### src/rtl/input_port_router.sv
// NoC input stage: FIFO-buffers flits, XY-routes the head flit, and holds the route until the tail leaves.
// A head pushed at edge t requests from t+2; pops only on grant; in_ready drops while the FIFO is full (no bypass).
module input_port_router #(
  parameter int DEPTH = 4,
  parameter int X_ID  = 1,
  parameter int Y_ID  = 1
) (
  input  logic        clk,
  input  logic        rst,
  input  logic        enable,
  input  logic [31:0] in_data,
  input  logic        in_valid,
  output logic        in_ready,
  output logic [31:0] out_data,
  output logic [2:0]  out_gate,
  input  logic        out_grant,
  output logic        err_drop
);

  localparam int AW = (DEPTH > 2) ? $clog2(DEPTH) : 1;
  typedef logic [AW:0] cnt_t;
  localparam cnt_t       FULL_CNT  = cnt_t'(DEPTH);
  localparam logic [2:0] GATE_NONE = 3'd5;
  localparam logic [1:0] X_L       = 2'(X_ID);
  localparam logic [1:0] Y_L       = 2'(Y_ID);

  typedef enum logic {IDLE, ACTIVE} state_t;

  logic [31:0]   mem_q [DEPTH];
  logic [AW-1:0] rd_ptr_q, rd_ptr_d, wr_ptr_q, wr_ptr_d;
  cnt_t          count_q, count_d;
  state_t        state_q, state_d;
  logic [2:0]    route_q, route_d;

  logic        empty, push, pop, drop;
  logic [31:0] head;

  function automatic logic [2:0] xy_route(input logic [3:0] dst);
    logic [1:0] dx, dy;
    dx = dst[3:2];
    dy = dst[1:0];
    if (dx > X_L)      xy_route = 3'd1;
    else if (dx < X_L) xy_route = 3'd3;
    else if (dy > Y_L) xy_route = 3'd0;
    else if (dy < Y_L) xy_route = 3'd2;
    else               xy_route = 3'd4;
  endfunction

  assign empty    = (count_q == '0);
  assign head     = mem_q[rd_ptr_q];
  assign in_ready = (count_q != FULL_CNT);
  assign push     = in_valid && in_ready;

  // Next-state: head bit [31] marks head/single, bit [30] marks the last flit of a packet.
  always_comb begin
    state_d = state_q;
    route_d = route_q;
    pop     = 1'b0;
    drop    = 1'b0;
    if (enable && !empty) begin
      case (state_q)
        IDLE: begin
          if (head[31]) begin
            route_d = xy_route(head[29:26]);
            state_d = ACTIVE;
          end else begin
            pop  = 1'b1;
            drop = 1'b1;
          end
        end
        ACTIVE: begin
          if (out_grant) begin
            pop = 1'b1;
            if (head[30]) begin
              state_d = IDLE;
              route_d = GATE_NONE;
            end
          end
        end
        default: state_d = IDLE;
      endcase
    end
  end

  always_comb begin
    rd_ptr_d = rd_ptr_q + AW'(pop);
    wr_ptr_d = wr_ptr_q + AW'(push);
    count_d  = count_q + cnt_t'(push) - cnt_t'(pop);
  end

  // Outputs: a locked port with an empty FIFO shows a bubble but keeps its route.
  always_comb begin
    out_gate = GATE_NONE;
    if (enable && state_q == ACTIVE && !empty) out_gate = route_q;
    out_data = empty ? 32'd0 : head;
    err_drop = drop;
  end

  always_ff @(posedge clk) begin
    if (!rst) begin
      state_q  <= IDLE;
      route_q  <= GATE_NONE;
      rd_ptr_q <= '0;
      wr_ptr_q <= '0;
      count_q  <= '0;
    end else begin
      state_q  <= state_d;
      route_q  <= route_d;
      rd_ptr_q <= rd_ptr_d;
      wr_ptr_q <= wr_ptr_d;
      count_q  <= count_d;
    end
  end

  always_ff @(posedge clk) begin
    if (rst && push) mem_q[wr_ptr_q] <= in_data;
  end

endmodule

### config.mk
export PLATFORM = sky130hd
export DESIGN_NAME = input_port_router
export DESIGN_NICKNAME = d
export VERILOG_FILES = /design/src/rtl/input_port_router.sv
export SDC_FILE = /design/constraint.sdc
export NUM_CORES = 1
export LEC_CHECK = 0
export ABC_AREA = 1
export BUFFER_PORTS_ARGS = -buffer_cell sky130_fd_sc_hd__buf_2
export CAP_MARGIN = 40
export CORE_MARGIN = 1.5
export CORE_UTILIZATION = 36
export DETAILED_ROUTE_END_ITERATION = 8
export SYNTH_ARGS = -nofsm -noshare
export SYNTH_HDL_FRONTEND = slang
export SYNTH_SLANG_ARGS = --single-unit
### constraint.sdc
create_clock -name clk -period 9.6 [get_ports clk]
set_clock_uncertainty 0.05 [all_clocks]
set_input_delay 0.96 -clock clk [delete_from_list [all_inputs] [get_ports clk]]
set_output_delay 0.96 -clock clk [all_outputs]
set_load 0.05 [all_outputs]
Word-level counts from Yosys, hierarchy flattened
Memories as Yosys holds them, arrays and structs flattened. A register that Yosys moved wholly into a read port is not among the register bits.
Cells that the tools add are included.
Word-level totals
  bits in registers: 11
  memory bits (writable): 128
  output and inout port bits: 37
  memories kept: 1
Memory list
  mem_q: depth 4, bits a word 32, read ports 1, clocked after memory_dff 1, wr ports 1, RTL line 29  | logic [31:0] mem_q [DEPTH];
Operators by class
  $add $sub $neg: 4
  order comparisons: 4
  eq/ne operators: 4
  mux-type cells: 23
  bitwise operators: 1
  reduce and logical (&&, ||, !) cells: 8
Operators by type and width (number)
  32-bit 2-to-1 mux: 1
  3-bit 2-to-1 mux: 8
  1-bit 2-to-1 mux: 10
  3-bit one-hot mux with 2 select lines: 1
  1-bit logical AND: 5
  2-bit by 1-bit adder with 2-bit output: 2
  2-bit by 1-bit > comparator with 1-bit output (second input constant): 2
  2-bit by 1-bit < comparator with 1-bit output (second input constant): 2
  2-bit inequality test (second input constant): 2
  1-bit one-hot mux with 2 select lines: 2
  4-bit AND reduction: 1
  3-bit by 1-bit adder with 3-bit output: 1
  3-bit zero test: 1
  3-bit inequality test (second input constant): 1
  3-bit by 1-bit subtractor with 3-bit output: 1
  2-bit 2-to-1 mux: 1
  2-bit by 1-bit inequality test with 1-bit output (second input constant): 1
  1-bit zero test: 1
  1-bit NOT: 1

Logic depth before layout (Yosys ltp)
  depth in word-level cells: 7
  mapped depth: 13

Worst setup path before layout
No wires, ideal clock.
  path type: input-to-reg
  from: input in_valid
  to: memory mem_q[0][0], enable pin
  setup time: 0.461 ns
  arrival time: 3.603 ns
  setup slack: 5.485 ns
  stages: 3
  buffers on the path: 0
  path through: a21boi_1 nand2_1 nor3_1
Between the ends
  cells in the longest elaborated chain, start to end: 4
Ends and longest elaborated chain
  from (decl): RTL line 12  | input logic in_valid,
  1-bit logical AND: RTL line 52  | assign push = in_valid && in_ready;
  1-bit logical AND: RTL line 116  | if (rst && push) mem_q[wr_ptr_q] <= in_data;
  1-bit 2-to-1 mux: RTL line 116
  1-bit 2-to-1 mux (implied by the code): RTL line 116
  to (decl): RTL line 29
Every way passes these cells.

==> run_results.csv <==
group,metric,value,unit
die,die_area,16300,um2
global_route,grt_pass1_vias,3724,
power,p_leak,2.56,nW
power,ir_drop,209,uV
worst_hold_path,min_path_type,"reg2reg",
yosys,syn_avg_cell_area,11.6,um2
yosys,synth_top_area_frac,0.686,
cts,clkLatencyLatePin,0.41,ns
cts,clock_path_buffers,2,
timing,worst_pin_slew,0.791,ns
yosys,synth-simple-area-share,0.146,
routing,viasPerCell,4.85,
worst_hold_path,hold_start,"route_q[0]",
status,status,"complete, no violations",
die,start_util,0.369,
die,rows,45,
routing,drcViolationCount,0,
die,die_h,128,um
die,die_w,128,um
yosys,synthAdderAreaFrac,0.00804,
place,gp_congestion,0.731,
power,powerDensity,303,nW/um2
yosys,yosysUniqueCellTypes,25,
timing,setup_viol,0,
finish,finalNetCount,598,
timing,finalMaxSlewViolations,0,
finish,final_area,6760,um2
yosys,syn_nets,522,
yosys,yosysTopAreaCell,"edfxtp_1",
global_route,antenna_found_initial,1,
finish,drive_gt1_frac,0.217,
yosys,yosysMostFrequentCell,"edfxtp_1",
timing,setup_ws,5.94,ns
cts,cts_sinks,139,
cts,h-tree-depth,4,
yosys,ys_seq_area_frac,0.725,
worst_setup_path,end_kind,"primary output",
worst_setup_path,crit_path_start,"rd_ptr_q[1]",
cts,path_clk_slew,0.06,ns
global_route,grt_max_degree,68,
yosys,synth_edf_count,128,
worst_setup_path,crit_fanout,35,
place,place_ws,6.37,ns
yosys,syn_inst,482,
timing,hold_ws,0.412,ns
timing,max_freq,274,MHz
routing,firstDrtPassIters,4,
yosys,yosys-top-cells-area,"edfxtp_1, nor2_1, o21ai_0",
flow_run,maxCapViolations,0,
routing,vias,3686,
timing,fin_crit,3.66,ns
global_route,grt_pass1_wl,18.9,mm
finish,area_growth,20.6,%
yosys,synth_commonest_cells,"edfxtp_1, nor2_1, nand2_1",
yosys,synth_area,5600,um2
worst_setup_path,crit_required,8.59,ns
routing,routed_wl,11.7,mm
timing,min_period_over_period,0.381,
place,postPlaceCellArea,6190,um2
worst_setup_path,r2r-start,"rd_ptr_q[1]",
worst_setup_path,critPathKind,"reg2out",
worst_setup_path,worstSetupStartpointType,"register",
die,design.core.area,15200,um2
yosys,synth_top_family_by_area,"simple AND/OR/NAND/NOR gates",
yosys,synth_compound_area_frac,0.0782,
timing,finalHoldViolCount,0,
yosys,synthXorXnorAreaFrac,0.00469,
yosys,synth_mux_area_frac,0,
timing,relSlewSlack,0.473,
timing,fin_tns_setup,0,ns
cts,post_cts_resized,0,
yosys,async_flop_share,0,
cts,ctsHoldBuffers,0,
cts,ctsRootBufferMaster,"clkbuf_16",
die,io_pins,74,
place,io_buffer_count,73,
routing,dr.first_iter.drc_count,248,
cts,post_cts_buffers,0,
timing,rsz0062_at_grt,"false",
yosys,ys_warn_count,0,
global_route,grt_use_total,0.155,
routing,wl_per_cell,15.4,um
cts,cts_tree,"done",
global_route,grt_overflow,0,
yosys,ys_ff_latch,139,
worst_setup_path,arrival,2.65,ns
place,hpwl,7.21,mm
yosys,ys.flop_type,"edfxtp_1",
routing,antenna_left,0,
cts,cts_made_buffers,17,
## worst max-delay path: stages (launching register included)
cell     delay [ns]
dfxtp_2        0.84
inv_2          0.51
nand3_1        0.26
and2_1         0.20
inv_1          0.05
nor2_1         0.08
buf_2          0.27
## placed cells by master (no fill, tap or decap), types with 3 or more instances in the layout
master	instances
clkinvlp_4	3
nand3_1	16
inv_1	18
inv_6	3
xnor2_1	3
clkbuf_16	17
buf_4	6
buf_2	73
a21oi_1	32
nor3_2	4
nand2_1	56
o21ai_1	4
o21ai_0	50
edfxtp_1	128
dfxtp_1	9
clkinv_4	3
nor2_1	120
## through the flow
| step | std cells | power, W | util |
|---|---|---|---|
| floorplan | 482 | 0.00127 | - |
| global placement | 724 | 0.00143 | 0.404 |
| detailed placement | 727 | 0.00145 | 0.407 |
| CTS | 759 | 0.00207 | 0.444 |
| global route | 759 | 0.00215 | 0.444 |
| finish | 760 | 0.00205 | 0.444 |
## final timing paths
check / end / slack [ns] / cells past startpoint
hold / removal: route_q[0] / 0.41 / 2
hold reg to reg: route_q[0] / 0.41 / 2
setup / recovery: out_data[31] / 5.94 / 6
setup reg to reg: count_q[2] / 6.62 / 11
## power breakdown
| group | switching [W] | total (W) | leakage [nW] | internal, W |
|---|---|---|---|---|
| Sequential | 0.0000222 | 0.000732 | 1.25 | 0.000710 |
| Combinational | 0.000543 | 0.000697 | 1.03 | 0.000154 |
| Clock | 0.000256 | 0.000616 | 0.272 | 0.000361 |
## registers in the layout (all words and copies together), names as in the netlist
name,flops
wr_ptr_q,2
route_q,3
mem_q,128
rd_ptr_q,2
state_q,1
count_q,3
## routing by layer
layer | vias up | track usage | routed length, um
met5 | - | 0 | 0
met4 | 0 | 0.0608 | 211
met3 | 15 | 0.0505 | 638
met2 | 96 | 0.254 | 5680
met1 | 1754 | 0.191 | 5200
li1 | 1821 | - | -
## logic make-up after synthesis
group	Yosys count
adder cells (fa/ha/maj)	3
AND/OR/NAND/NOR	205
buffers and inverters	45
AO/OA/AOI/OAI	87
XOR/XNOR	3
flip-flops	139
## area by class of cell
class,count,area [um2]
diodes,1,2.50
clock buffers,17,425
clock inverters,15,141
fillers,1395,8450
inverters,20,75.1
multi-input cells,298,1350
flip-flops and latches,139,4070
well taps,188,235
repair buffers,82,460
Note: power is estimated with default switching activity, not from simulation.
